===== src/rtl/gate_interlock.sv =====
// -----------------------------------------------------------------------------
// gate_interlock
//
// Safety interlock between the half-bridge PWM generator and the gate-driver
// pins. It enforces a hardware minimum deadtime, turns simultaneous
// highside/lowside requests into a latched fault, and latches the external
// fault input. While a fault is latched both gates are held off until software
// clears the fault.
//
// Ports:
//   clock            system clock, all logic on the rising edge
//   reset            asynchronous, active-low; clears all state, outputs low
//   enable           1 = gates may be driven, 0 = both gates forced off
//   highside_request highside output of the upstream PWM
//   lowside_request  lowside output of the upstream PWM
//   min_deadtime     minimum deadtime in clocks, sampled on entry to DEAD
//   fault            external fault, level, active-high, already synchronised
//   fault_clear      single-cycle strobe; leaves FAULT only while fault is low
//   highside_gate    registered highside gate drive
//   lowside_gate     registered lowside gate drive
//   fault_latched    high while in FAULT
//   fault_cause      0 none, 1 external fault, 2 request overlap
//   state            FSM state (IDLE=0 DEAD=1 HS_ON=2 LS_ON=3 FAULT=4)
//
// Handshake: there is no valid/ready traffic in this block. Requests are plain
// levels sampled on every rising edge; fault_clear is a one-cycle strobe that
// is acted on only in the cycle it is high.
// -----------------------------------------------------------------------------
module gate_interlock #(
  parameter int bitwidth = 8
) (
  input  logic                clock,
  input  logic                reset,
  input  logic                enable,
  input  logic                highside_request,
  input  logic                lowside_request,
  input  logic [bitwidth-1:0] min_deadtime,
  input  logic                fault,
  input  logic                fault_clear,
  output logic                highside_gate,
  output logic                lowside_gate,
  output logic                fault_latched,
  output logic [1:0]          fault_cause,
  output logic [2:0]          state
);

  typedef enum logic [2:0] {
    IDLE  = 3'd0,
    DEAD  = 3'd1,
    HS_ON = 3'd2,
    LS_ON = 3'd3,
    FAULT = 3'd4
  } state_t;

  localparam logic [1:0]          CAUSE_NONE    = 2'd0;
  localparam logic [1:0]          CAUSE_EXT     = 2'd1;
  localparam logic [1:0]          CAUSE_OVERLAP = 2'd2;
  localparam logic [bitwidth-1:0] CNT_ONE       = {{(bitwidth-1){1'b0}}, 1'b1};

  state_t              cur_state;
  state_t              nxt_state;
  logic [bitwidth-1:0] cnt;
  logic [bitwidth-1:0] cnt_nxt;
  logic [1:0]          cause_nxt;
  logic                both_req;
  logic                one_req;

  assign both_req = highside_request & lowside_request;
  assign one_req  = highside_request ^ lowside_request;

  // Next-state decode. The if/else order is the priority order:
  // fault > overlap > enable low > normal transitions.
  always_comb begin
    nxt_state = cur_state;
    cnt_nxt   = cnt;
    cause_nxt = fault_cause;

    if (cur_state == FAULT) begin
      // Requests and enable are ignored here; only a clear with the fault
      // input already gone releases the latch.
      if (fault_clear && !fault) begin
        nxt_state = IDLE;
        cause_nxt = CAUSE_NONE;
      end
    end else if (cur_state == IDLE || cur_state == DEAD ||
                 cur_state == HS_ON || cur_state == LS_ON) begin
      if (fault) begin
        // Also covers fault and overlap in the same cycle.
        nxt_state = FAULT;
        cause_nxt = CAUSE_EXT;
      end else if (cur_state != IDLE && both_req) begin
        // Both requests in IDLE are harmless: the gates are already off.
        nxt_state = FAULT;
        cause_nxt = CAUSE_OVERLAP;
      end else if (!enable) begin
        nxt_state = IDLE;
      end else if (cur_state == IDLE) begin
        nxt_state = DEAD;
        cnt_nxt   = min_deadtime;
      end else if (cur_state == DEAD) begin
        // The counter parks at zero; a request that is still high when it
        // gets there is executed, one that dropped earlier is forgotten.
        if (cnt != '0) begin
          cnt_nxt = cnt - CNT_ONE;
        end else if (one_req) begin
          nxt_state = highside_request ? HS_ON : LS_ON;
        end
      end else if (cur_state == HS_ON) begin
        if (!highside_request) begin
          nxt_state = DEAD;
          cnt_nxt   = min_deadtime;
        end
      end else begin
        if (!lowside_request) begin
          nxt_state = DEAD;
          cnt_nxt   = min_deadtime;
        end
      end
    end else begin
      // Unused encodings fall back to the safe state.
      nxt_state = IDLE;
      cause_nxt = CAUSE_NONE;
      cnt_nxt   = '0;
    end
  end

  // Gates and fault flag are decoded from the next state so they are
  // registered and line up with the state register on the same edge.
  always_ff @(posedge clock or negedge reset) begin
    if (!reset) begin
      cur_state     <= IDLE;
      cnt           <= '0;
      fault_cause   <= CAUSE_NONE;
      highside_gate <= 1'b0;
      lowside_gate  <= 1'b0;
      fault_latched <= 1'b0;
    end else begin
      cur_state     <= nxt_state;
      cnt           <= cnt_nxt;
      fault_cause   <= cause_nxt;
      highside_gate <= (nxt_state == HS_ON);
      lowside_gate  <= (nxt_state == LS_ON);
      fault_latched <= (nxt_state == FAULT);
    end
  end

  assign state = cur_state;

endmodule


===== config.mk =====
export PLATFORM = sky130hd
export DESIGN_NAME = gate_interlock
export DESIGN_NICKNAME = d
export VERILOG_FILES = /design/src/rtl/gate_interlock.sv
export SDC_FILE = /design/constraint.sdc
export NUM_CORES = 1
export LEC_CHECK = 0
export ABC_AREA = 1
export ABC_CLOCK_PERIOD_IN_PS = 2500
export BUFFER_PORTS_ARGS = -buffer_cell sky130_fd_sc_hd__buf_2
export CORE_MARGIN = 1.5
export CORE_UTILIZATION = 30
export CTS_CLUSTER_SIZE = 28
export DETAILED_ROUTE_END_ITERATION = 8
export SYNTH_ARGS = -nofsm -noshare
export SYNTH_HDL_FRONTEND = slang
export SYNTH_SLANG_ARGS = --single-unit

===== constraint.sdc =====
create_clock -name clock -period 2.5 [get_ports clock]
set_input_delay 0.25 -clock clock [delete_from_list [all_inputs] [get_ports clock]]
set_output_delay 0.25 -clock clock [all_outputs]
set_load 0.05 [all_outputs]

Word level (Yosys, flattened, before mapping)
Cells that the tools add are included.
Word-level totals
  flip-flop bits (word level): 16
  output and inout bits: 8
Cells by class
  add/sub/neg operators: 1
  eq/ne operators: 15
  muxes and demuxes: 29
  bitwise logic cells: 3
  reduce and logical (&&, ||, !) cells: 11
Operators by type and width (count)
  two-way mux 8 bit: 10
  two-way mux 3 bit: 13
  == test 3 x 2 -> 1 bit, second input constant: 4
  two-way mux 2 bit: 5
  inequality test 5 x 3 -> 1 bit, second input constant: 2
  inequality test 4 x 3 -> 1 bit, second input constant: 2
  nonzero test 8 bit: 1
  subtractor 8 x 1 -> 8 bit, second input constant: 1
  AND reduction 7 bit: 1
  == test 3 bit, second input constant: 2
  inequality test 2 bit, second input constant: 3
  == test 3 x 1 -> 1 bit, second input constant: 1
  zero test 3 bit: 1
  logical OR 1 bit: 3
  nonzero test 3 bit: 1
  logical AND 1 bit: 2
  inequality test 2 x 1 -> 1 bit, second input constant: 1
  AND reduction 2 bit: 1
  bitwise AND 1 bit: 1
  zero test 1 bit: 1
  two-way mux 1 bit: 1
  inverter 1 bit: 1
  bitwise XOR 1 bit: 1

Longest topological paths before layout
Gate-level depths: netlist of run 1.
  depth after elaboration: 11
  depth in mapped cells: 11
  gate-level depth less buffers: 9

Worst setup path before layout of run 1
No wires, ideal clock.
  kind: register to register
  start point: register cur_state[2], in the netlist state[2]
  end point: register cnt[5]
  library setup time: 0.123 ns
  arrival time: 1.519 ns
  required time: 2.377 ns
  path slack: 0.858 ns
  cell stages (with the launch flop): 10
  period minus slack after synthesis: 1.642 ns
  cells stage by stage: dfrtp_1 > buf_6 > inv_4 > buf_8 > nand4_2 > nand3_1 > nor2_1 > nand2_2 > nand2_1 > o21ai_1
Between the ends
  longest elaborated chain between the ends: 8
  elaborated cells on any way between the ends: 25
  those cells by class: eq/ne: 10; mux: 7; bitwise: 1; reduce/logical: 7
Ends and longest elaborated chain
  from (decl): RTL line 60  | state_t cur_state;
  from (signal assigned): RTL line 138  | cur_state <= nxt_state;
  == test 3 x 2 -> 1 bit: RTL line 86, 108
  two-way mux 8 bit: RTL line 108  | end else if (cur_state == HS_ON) begin
  two-way mux 8 bit: RTL line 100  | end else if (cur_state == DEAD) begin
  two-way mux 8 bit: RTL line 97  | end else if (cur_state == IDLE) begin
  two-way mux 8 bit: RTL line 95  | end else if (!enable) begin
  two-way mux 8 bit: RTL line 91  | end else if (cur_state != IDLE && both_req) begin
  two-way mux 8 bit: RTL line 87  | if (fault) begin
  two-way mux 8 bit: RTL line 85  | end else if (cur_state == IDLE || cur_state == DEAD ||
  to (signal assigned): RTL line 139  | cnt <= cnt_nxt;
  to (decl): RTL line 62  | logic [bitwidth-1:0] cnt;
Several ways; a longest one is shown, not always the timed one. The select of a mux whose other input is x is not followed.
A chain may end at the register's enable or synchronous reset.

Final worst setup path of run 1
Ends and elaborated chain as after synthesis.

==> run summary, run 1 <==
In this run the critical register-to-register path is launched from state[2]. The min-delay analysis places its worst path in the category input pin to register. Setup repair after global routing left no endpoint under its margin. The data required time at the worst endpoint was 2670 ps; the setup slack on the worst flop-to-flop path was 760 ps.

For this configuration, the core starts out at a cell density of 31.4%. The destination of the worst hold path is fault_cause[1]. Broken down by cell family, the worst path's largest delay share belongs to flip-flops. The critical path data arrival time was 1900 ps; the layout filler cell count was 392. The total clock sinks is 16. The first routing iteration left 49 violations. Endpoint of the worst-slack reg-to-reg timing path: cnt[5]. The Yosys step of the flow raised 0 warnings. The number of setup buffers added after CTS is 0.

Measured against its own limit, the worst slew margin works out to 68.2%. The number of synthesized flops with an enable pin was 0; the full die area was 0.00421 mm2. For the number of max-slew violations in the final report, the log shows 0. The largest individual stage delay along the critical path comes from the cell sky130_fd_sc_hd__dfrtp_1. The hold path startpoint is fault.

Of all cell types, the one taking the most synthesized area is sky130_fd_sc_hd__dfrtp_1. The top fanout value on the critical path works out to 12. The tools report the post-layout utilization of the core as 37.0%. The logs give 3 for the clock buffer count from CTS and 0 ps for the final total negative setup slack. The max capacitance violation total was 0; the depth of the worst register-to-register path was 7. For this design the static power due to leakage is 0.000751 uW. The count of cells in the finished layout, fillers not included, comes to 235. The detail route stage leaves a number of antenna-violating nets equal to 0. The longest clock path from root to sink contains 2 buffers. For this run, the slowest stage of the critical path takes 550 ps.

The slew of the pin with the lowest slew margin was 477 ps. The power per cell area is 1090 mW/mm2. The worst path uses 69.4% of the clock period.

The final critical-path required period is 1740 ps. Number of global-route vias before repair: 1038. The tools report the HPWL after detailed placement as 2040 um.

The clock reaches the later pin of the worst-skew pair after 250 ps. Dividing the detail-routed wire length by the instance count gives 11.0 um. The worst-case IR drop observed on VDD is 455 uV. The number of cells produced by synthesis was 162; the residual overflow from global routing was 0. The most common cell in the synthesized netlist is sky130_fd_sc_hd__nand2_1. Setup violations remaining at the end of the flow were counted as 0. The ratio of routed vias to standard cells is 4.42. Standard cell core area: 0.00366 mm2. The worst setup path is captured at a register. The congestion estimate from routability-driven global placement came to 0.790. Clock-pin slew was measured on the worst setup and hold paths at 70 ps.

After the last flow step, the layout net total stands at 206. Including well taps, the total number of placed cells is 230. The tree is rooted in a sky130_fd_sc_hd__clkbuf_8. Most frequently used flop master after synthesis: sky130_fd_sc_hd__dfrtp_1. Walking the worst path, the cells encountered are inv_4 -> nand2_1 -> nor2_2 -> buf_4 -> or2_2 -> nand3_1 -> o21ai_1. The critical path is of the register to register type.

The final wirelength came out at 2580 um. The first detailed-routing pass ran for 4 iterations. The final number of hold-violating endpoints was 0.

Ranked by instance count, the synthesized netlist is headed by sky130_fd_sc_hd__nand2_1, sky130_fd_sc_hd__nor2_1, sky130_fd_sc_hd__dfrtp_1, sky130_fd_sc_hd__inv_1, sky130_fd_sc_hd__nand3_1. The total number of H-tree levels was 1. Entering global routing, the biggest net connects 17 pins. TritonCTS built the clock tree.

The worst setup path is launched from a register. The number of placement rows came out at 22. The unique cell type count in the Yosys netlist was 27. After synthesis, the cell types taking the most area are sky130_fd_sc_hd__dfrtp_1, sky130_fd_sc_hd__nand2_1, sky130_fd_sc_hd__nand3_1. Global routing consumed, over all layers together, 13.7% of the routing resources. The tools report the clock skew as 1.40 ps. When the netlist entered floorplanning its net count stood at 180. The share of flip-flops with an asynchronous set or reset was 100%; the first-pass GRT wire length was 4570 um.

The die width is 64.9 um, and the buffering stage count on the worst path with inverters included is 2. The flow ran to the end, and the final reports show no timing, DRC or antenna violations. The highest attainable clock frequency was 0.576 GHz; the area overhead of the layout relative to synthesis was 17.8%. In the routed design, unresolved DRC markers number 0. The logs give 0.00115 mm2 for the area of the mapped netlist and 0 for the initial antenna violation count. The count of state elements after synthesis was 16; the instance count along the most critical hold path was 2.

Pin placement for this block handled 23 I/O pins. The total of buffers placed on input and output ports is 22, and the fraction of post-synthesis cell area in the top cell type by area is 34.8%. Y dimension of the die: 64.9 um.

The via total after detailed routing came out at 1039. The post-route netlist has 24.1% of its cells at a drive strength greater than 1. In this run the mean area of a mapped cell was 7.10 um2.

The run gives 34.8% as the sequential-to-total area share from yosys stat. Post-CTS repair changed the size of 0 cells. The repair_antennas step left the layout with diodes totalling 0.
-- cells in the final DEF (no fill, tap or decap), types with 2 or more instances in the layout --
master / n
sky130_fd_sc_hd__dfrtp_1: 16
sky130_fd_sc_hd__nor2_1: 19
sky130_fd_sc_hd__nor2_4: 2
sky130_fd_sc_hd__buf_2: 22
sky130_fd_sc_hd__inv_2: 3
sky130_fd_sc_hd__nand3_1: 16
sky130_fd_sc_hd__nand4_1: 3
sky130_fd_sc_hd__or2_2: 2
sky130_fd_sc_hd__nand3_2: 2
sky130_fd_sc_hd__ha_1: 3
sky130_fd_sc_hd__nand2_1: 52
sky130_fd_sc_hd__o21ai_1: 8
sky130_fd_sc_hd__nor2_2: 2
sky130_fd_sc_hd__a211oi_1: 2
sky130_fd_sc_hd__clkbuf_8: 4
sky130_fd_sc_hd__xor2_1: 2
sky130_fd_sc_hd__a21oi_1: 2
sky130_fd_sc_hd__inv_1: 16
-- worst reg2reg max path: cells and delay by family (launching register included) --
| kind | cells | cell delay, ps |
|---|---|---|
| flops | 1 | 550 |
| buf+inv | 2 | 420 |
| compound gates | 1 | 150 |
| simple gates | 4 | 540 |
-- worst max-delay path by stage --
stage	slack, ps	startpoint	end	depth (start not counted)
after detailed placement	760	state[2]	cnt[5]	7
after global placement	860	state[2]	cnt[7]	8
after global routing	620	state[2]	cnt[5]	7
final	760	state[2]	cnt[5]	7
after floorplan	860	state[2]	cnt[5]	9
after CTS	740	state[2]	cnt[5]	7
-- stage by stage --
stage / setup slack (ps) / total power, uW / cell area (um2) / hold slack [ps]
global placement: 864 / 1250 / 1290 / 191
detailed placement: 758 / 1250 / 1290 / 195
CTS: 743 / 1490 / 1360 / 215
floorplan: 858 / 1110 / 1150 / -45.6
global route: 621 / 1620 / 1360 / 228
finish: 765 / 1470 / 1360 / 219
-- metal layers --
metal	vias up	share of wire [%]	track usage [%]	wire length [um]
li1	570	-	-	-
met1	449	52	19.1	1350
met2	18	44	22.2	1120
met3	2	3.5	3.13	90
met4	0	0.54	1.60	14
met5	-	0	0	0
-- final cells by class --
type	count	area, um2	area share (%)
multi-input cells	123	634	46.8
repair buffers	24	128	9.42
inverters	20	77.6	5.72
well taps	48	60.1	4.43
clock buffers	4	55.1	4.06
flip-flops and latches	16	400	29.5
-- state kept, by name, indices dropped and copies added (netlist names) --
| register | flops |
|---|---|
| fault_latched | 1 |
| cnt | 8 |
| lowside_gate | 1 |
| highside_gate | 1 |
| state | 3 |
| fault_cause | 2 |
-- report_power, final --
| part | leakage, uW | internal, uW | switching [uW] |
|---|---|---|---|
| clock | 0.0000288 | 140 | 91.8 |
| sequential | 0.000208 | 338 | 95.7 |
| combinational | 0.000514 | 259 | 550 |
-- cell families after synthesis --
kind of cell	Yosys count	synth area share [%]
buf+inv	23	10.0
xor+xnor	3	2.29
flops	16	34.8
fa+ha+maj	3	3.26
simple gates	102	41.1
compound gates	15	8.49
-- repair_timing --
action,CTS,global route
setup endpoints to repair,0,0
hold endpoints to repair,16,0
hold buffers,1,0
Power figures use the tool's default switching activity.
==> run 2: changes to the inputs <==
--- a/config.mk
+++ b/config.mk
@@ -6,7 +6,7 @@
 export NUM_CORES = 1
 export LEC_CHECK = 0
 export ABC_AREA = 1
-export ABC_CLOCK_PERIOD_IN_PS = 2500
+export ABC_CLOCK_PERIOD_IN_PS = 1540
 export BUFFER_PORTS_ARGS = -buffer_cell sky130_fd_sc_hd__buf_2
 export CORE_MARGIN = 1.5
 export CORE_UTILIZATION = 30
==> constraint.sdc (replaced) <==
create_clock -name clock -period 1.54 [get_ports clock]
set_input_delay 0.154 -clock clock [delete_from_list [all_inputs] [get_ports clock]]
set_output_delay 0.154 -clock clock [all_outputs]
set_load 0.05 [all_outputs]
==> run summary, run 2 (synthesis results as in run 1) <==
The iteration count of the initial detailed-routing pass came out at 4. TritonCTS built the clock tree. The post-route netlist has 32.5% of its cells at a drive strength greater than 1. Routability-driven placement finished with a final weighted congestion of 0.868. The number of max-slew violations in the final report is 0.

The HPWL after detailed placement is 1970 um, and the slew of the pin with the lowest slew margin is 373 ps. The final critical-path required period came out at 1440 ps. For hold timing, the worst endpoint is fault_cause[1]. The violation count after the first detailed-routing iteration was 56. The register ranked first by flip-flop count is cnt.

After layout, the design draws a total of 2490 uW. The mean routed wirelength per cell works out to 10.9 um. The worst register-to-register path ends at highside_gate.

The tools report the capturing element type of the critical path as a register. After floorplanning, the core was sized to cover 0.00366 mm2. The type of the most critical hold path is input pin to register.

Using the TritonRoute via totals, the vias-per-cell ratio works out to 4.60. The register with the most flip-flops in the layout has 8 of them. The library cells used most frequently in the layout, excluding fill and tap cells, are sky130_fd_sc_hd__nand2_1, sky130_fd_sc_hd__buf_2, sky130_fd_sc_hd__nor2_1.

The area overhead of the layout relative to synthesis was 25.9%. The minimum hold slack is 116 ps. Residual overflow from global routing: 0.

The startpoint identified for the worst hold timing path is fault. The run gives 0 as the max capacitance violation total. Of all nets on the critical path, the largest fanout is 3. Leakage power figure: 0.000787 uW. Global routing used 13.6% of the available tracks across all layers. The launch point of the critical path is cnt[0]. STA puts the critical path data required time at 1730 ps. The tools report the highest attainable clock frequency as 0.694 GHz. Across all layers, the routed design uses 1114 vias.

The depth of the worst register-to-register path is 8. The final number of hold-violating endpoints was 0. The flow ran to the end, and the final reports show no timing, DRC or antenna violations. STA classifies the critical path startpoint as a register.

The tools report the wire length the detailed router placed on met1 as 1220 um. The highest metal layer with signal wires was met4. The worst setup path is of the register to register kind. The die width is 64.9 um, and the CTS clock-pin slew for the worst setup and hold paths is 70 ps. The critical path data arrival time was 1630 ps. The run gives 22 as the number of placement rows.

The logs give 1 for the total number of H-tree levels and 0 for the remaining antenna violation count after routing. In the finished design, the share of the clock period the worst path needs comes to 93.6%. The tools report the initial antenna violation count as 0. In the detailed route, the total length drawn on met2 is 1270 um.

The first-pass GRT wire length was 4510 um. The tools report the detailed route wirelength on metal3 as 132 um. Measured along the y axis, the die boundary spans 64.9 um. The tree built by TritonCTS fans out to 16 sinks.

The run gives 31.4% as the effective utilization at floorplan. Between clock sinks in the finished design, the worst skew comes to 1.08 ps. For the clock latency at the later pin of the worst-skew pair, the log shows 250 ps.

The total of buffers placed on input and output ports is 22, and the full die area is 0.00421 mm2. In this run the clock root is driven by a sky130_fd_sc_hd__clkbuf_8. The routed design has 2630 um of wire. The logs give 75.1% for the worst slew slack as a fraction of its limit and 213 for the net count of the finished layout. The number of global-route vias before repair is 1060, and the maximum number of pins on one net before global-route repair is 17.

The worst hold path was traced through 2 stages. Worst voltage drop across the vdd grid: 799 uV. 0 antenna diodes ended up in the layout. The setup check on the worst reg-to-reg path leaves a slack of 100 ps.

In this run the critical register-to-register path is launched from cnt[0]. The power per cell area is 1720 mW/mm2. In the routed design, unresolved DRC markers number 0. The logs give 3 for the clock buffer count from CTS and 23 for the count of pins on the block boundary. The clock passes through at most 2 buffers. Most frequent standard cell in the layout excluding fill and tap cells: sky130_fd_sc_hd__nand2_1. Setup violations remaining at the end of the flow were counted as 0. Setup repair after global routing could not meet its margin everywhere. Fill cells in the final layout number 383.
## run 2: cell types whose count changed in the layout (fill, tap and decap cells not counted), moves of 2 or more
cell / delta
sky130_fd_sc_hd__buf_4: +5
sky130_fd_sc_hd__dfrtp_1: -3
sky130_fd_sc_hd__dfrtp_2: +3
sky130_fd_sc_hd__inv_1: -3
sky130_fd_sc_hd__inv_2: +3
sky130_fd_sc_hd__nand2_1: -2
sky130_fd_sc_hd__nand2_2: +2
sky130_fd_sc_hd__nor2_1: -2
sky130_fd_sc_hd__nor2_2: +2
## run 2: per-stage QoR
stage	area [um2]	setup TNS, ps	setup WS [ps]	utilization [%]	std cells
finish	1450	0	98.2	39.5	242
CTS	1380	0	4.57	37.6	237
global route	1450	-25.6	-15.3	39.5	242
floorplan	1150	0	20.9	-	162
detailed placement	1320	0	31.1	36.1	232
global placement	1320	0	29.6	36.1	232
## run 2: power by group
group	total (uW)	leakage (uW)	switching [uW]	internal, uW
logic	1450	0.000560	943	504
clock network	335	0.0000228	152	184
registers	703	0.000204	150	553
total	2490	0.000787	1240	1240
## run 2: worst max-delay path by stage
stage                    endpoint  slack (ps)  cells past startpoint
floorplan                  cnt[5]          20                      9
global placement     lowside_gate          30                      8
detailed placement   lowside_gate          30                      8
CTS                  lowside_gate           5                      8
global route               cnt[1]         -20                      8
finish              highside_gate         100                      8
## run 2: final cells by class
type | count | area, um2 | share of cell area (%)
well taps | 48 | 60.1 | 4.15
inverters | 20 | 80.1 | 5.53
repair buffers | 30 | 185 | 12.8
flip-flops and latches | 16 | 404 | 27.9
clock buffers | 4 | 45.0 | 3.11
multi-input cells | 124 | 673 | 46.5
## run 2: what timing repair did
action,4_1_cts,5_1_grt
buffers inserted,0,4
hold endpoints to repair,16,0
endpoints found under the setup margin,0,11
gates resized for setup,0,13
hold buffers,1,0
## run 2: metal layers
metal,track usage (%),up-vias
li1,-,581
met1,17.3,506
met2,22.7,25
met3,4.17,2
met4,2.93,0
met5,0,-
## run 2: worst max-delay path, cell delays in order (launching register included)
cell and delay (ps):
sky130_fd_sc_hd__dfrtp_1 410, sky130_fd_sc_hd__inv_2 110, sky130_fd_sc_hd__ha_4 140, sky130_fd_sc_hd__nand3_1 80
sky130_fd_sc_hd__nor3_2 220, sky130_fd_sc_hd__nand2_1 140, sky130_fd_sc_hd__nor2_1 130, sky130_fd_sc_hd__nor2_2 50
sky130_fd_sc_hd__nor2_1 90
==> run 3: changes to the inputs <==
--- a/config.mk
+++ b/config.mk
@@ -5,7 +5,7 @@
 export SDC_FILE = /design/constraint.sdc
 export NUM_CORES = 1
 export LEC_CHECK = 0
-export ABC_AREA = 1
+export ABC_AREA = 0
 export ABC_CLOCK_PERIOD_IN_PS = 1540
 export BUFFER_PORTS_ARGS = -buffer_cell sky130_fd_sc_hd__buf_2
 export CORE_MARGIN = 1.5
==> run summary, run 3 <==
STA classifies the critical path endpoint as a register. For this configuration, the core starts out at a cell density of 31.3%. Entering global routing, the biggest net connects 17 pins. The ratio of routed vias to standard cells was 5.16. Summing the sequential cell areas from Yosys gives 38.0% of the chip area.

The violation count after the first detailed-routing iteration was 57. Once layout is done, the placed cells without fillers occupy 0.00169 mm2. The path type of the worst setup path was register to register. After clock tree synthesis, the clock-pin slew on the worst setup and hold paths is 100 ps.

For this block, the via count after detailed routing is 1160. The critical path startpoint category was a register. Summed over all cells, the static leakage comes to 0.000803 uW.

After detailed routing, the average wire length per cell comes to 14.3 um. The setup slack on the worst flop-to-flop path is -200 ps, and the number of cells produced by synthesis is 111. Before CTS, the worst setup slack after placement is -367 ps.

The tightest min-delay check is of the input pin to register type. The core region is 0.00336 mm2. The register ranked first by flip-flop count is cnt.

The die is 62.2 um tall. In the layout the commonest cells are sky130_fd_sc_hd__buf_4, sky130_fd_sc_hd__buf_2, sky130_fd_sc_hd__dfrtp_1. STA puts the critical path data arrival time at 1930 ps. The fraction of post-synthesis cell area in the top cell type by area is 38.0%, and the total number of H-tree levels is 1. The flow ran to the end, but the final reports show violations. The total area of multi-input combinational cells was 687 um2; the fraction of the cycle the final worst path needs was 113%. Before antenna repair, the detailed router went through 4 iterations. Yosys attributes the largest share of cell area to sky130_fd_sc_hd__dfrtp_1, sky130_fd_sc_hd__o31ai_1, sky130_fd_sc_hd__ha_1.

For the combined flip-flop and latch cell area, the log shows 404 um2. TritonCTS built the clock tree. For the antenna diode count, the log shows 0.

The most frequently used flop master after synthesis is sky130_fd_sc_hd__dfrtp_1. Yosys mapped the design onto 42 distinct sky130hd cell types. In this run the worst path has a maximum fanout of 6. The run gives 0 as the max capacitance violation total. The number of flip-flops under the largest register name was 8. Minimum hold slack: 208 ps. Clock tree synthesis found a total of 16 sinks.

The HPWL after detailed placement came out at 2380 um. The number of max-slew violations in the final report was 0. The net count of the finished layout was 198.

The top cell type by total area after synthesis is sky130_fd_sc_hd__dfrtp_1. The commonest cells after synthesis are sky130_fd_sc_hd__dfrtp_1, sky130_fd_sc_hd__nor2_1, sky130_fd_sc_hd__o31ai_1. In this run the remaining antenna-violating nets after routing total 0. The count of cells in the finished layout, fillers not included, comes to 225.

The initial antenna violation count is 0. The share of flip-flops with an asynchronous set or reset is 100%, and the area of the mapped netlist is 0.00105 mm2. The die width came out at 62.2 um. The floorplan step defined a die boundary enclosing 0.00387 mm2. Leaving out fill and tap cells, the most frequent cell in the layout is sky130_fd_sc_hd__buf_4. On the final layout, the worst clock skew is 3.20 ps. Headroom to the max-slew limit came out at 74.5%. The tools report the yosys synthesis warning count as 0.

The final number of hold-violating endpoints came out at 0. The residual overflow from global routing came out at 0. For the clock latency at the later pin of the worst-skew pair, the log shows 290 ps.

The congestion estimate from routability-driven global placement came to 0.846. The tools report the worst voltage drop across the vdd grid as 536 uV. In the routed design, unresolved DRC markers number 0.

Aggregate global-route resource usage: 17.4%. The first global-routing pass estimated 5420 um of wire. For the final routed database, the setup TNS stands at -1520 ps.

The logs give -202 ps for the worst setup margin and 1192 for the number of global-route vias before repair. Each instance of the synthesized netlist takes up on average 9.48 um2. Counting flops and latches in the post-synthesis netlist gives 16.

Setup violations remaining at the end of the flow were counted as 11. Counting the buffers created by CTS gives 3. The placed instances occupy a cell area of 0.00148 mm2. Data on the critical path is required at its endpoint by 1730 ps.

The final wirelength is 3220 um, and the area overhead of the layout relative to synthesis is 60.5%. Including well taps, the total number of placed cells is 210. The initialized floorplan defines 21 standard-cell rows.

Setup repair after global routing could not meet its margin everywhere. The number of synthesized flops with an enable pin is 0, and the buffer levels on the longest clock path is 2. Derived from the worst setup path, the maximum achievable clock frequency is 0.574 GHz.

The layout filler cell count is 340. The total nets after synthesis was 129. Power spread over the standard cell area amounts to 849 mW/mm2. During placement, the flow inserted port buffers numbering 22. The final critical-path required period is 1740 ps.

For the pin with the worst max-slew slack, the measured transition is 379 ps. The root buffer cell chosen for the clock tree is sky130_fd_sc_hd__clkbuf_4. The final reports fail on setup timing.

Cells with a size suffix above 1 make up 53.6% of the layout. The tools report the count of pins on the block boundary as 23. Yosys instantiated no cell more often than sky130_fd_sc_hd__dfrtp_1.
-- run 3: cell types whose count changed in the layout (fill, tap and decap cells not counted), moves of 4 or more --
cell / change
sky130_fd_sc_hd__inv_2: -5
sky130_fd_sc_hd__o31ai_1: +4
sky130_fd_sc_hd__o21ai_1: -7
sky130_fd_sc_hd__o31ai_2: +5
sky130_fd_sc_hd__buf_4: +34
sky130_fd_sc_hd__nor3_1: +4
sky130_fd_sc_hd__buf_6: +6
sky130_fd_sc_hd__nand2_1: -45
sky130_fd_sc_hd__inv_1: -11
sky130_fd_sc_hd__nand3_1: -13
sky130_fd_sc_hd__nor2_1: -9
-- run 3: final cells by class --
type | count | area share [%]
multi-input combinational | 86 | 40.7
timing repair buffer | 70 | 29.2
tap | 46 | 3.41
sequential | 16 | 23.9
inverter | 3 | 0.667
clock buffer | 4 | 2.15
-- run 3: final timing paths --
path	startpoint	to	cells past startpoint
max in group asynchronous	reset	state[2]	2
setup / recovery	state[1]	cnt[0]	4
setup reg to reg	state[1]	cnt[0]	4
min in group asynchronous	reset	lowside_gate	2
hold reg to reg	cnt[6]	cnt[6]	2
hold / removal	fault	fault_cause[1]	3
-- run 3: stage by stage --
step	total power [uW]	utilization, %
2_1_floorplan	789	-
3_3_place_gp	1050	44.0
3_5_place_dp	1070	44.0
4_1_cts	1410	49.1
5_1_grt	1540	50.2
6_report	1430	50.2
-- run 3: cell families (layout without fill, tap and decap cells) --
group / Yosys count / after routing / share of synthesized area, %
simple gates: 42 / 42 / 22.4
compound gates: 37 / 37 / 27.0
flops: 16 / 16 / 38.0
buf+inv: 9 / 77 / 4.76
mux: 4 / 4 / 4.28
fa+ha+maj: 3 / 3 / 3.57
-- run 3: per-layer routing --
layer | wire length (um) | vias to the layer above | track usage (%) | part of all wire, %
met1 | 1380 | 560 | 22.4 | 43
met4 | 11 | 0 | 2.78 | 0.34
met2 | 1680 | 32 | 30.2 | 52
met5 | 0 | - | 0 | 0
li1 | - | 566 | - | -
met3 | 145 | 2 | 4.35 | 4.5
-- run 3: critical path, stage by stage (launching register included) --
cell	delay, ps
sky130_fd_sc_hd__dfrtp_2	470
sky130_fd_sc_hd__nor4bb_1	150
sky130_fd_sc_hd__a211o_1	270
sky130_fd_sc_hd__or3_4	450
sky130_fd_sc_hd__mux2_4	310
-- run 3: power breakdown --
group / leakage, uW / internal (uW) / switching (uW)
clock: 0.0000210 / 144 / 146
combinational: 0.000577 / 324 / 308
sequential: 0.000206 / 470 / 41.8
total: 0.000803 / 938 / 496
-- run 3: repair_timing --
item,4_1_cts,5_1_grt
endpoints found under the hold margin,16,0
setup endpoints to repair,12,12
hold buffers,1,0
resized for setup,15,7
setup buffers,9,1
pin swaps,6,2
gates cloned,0,0
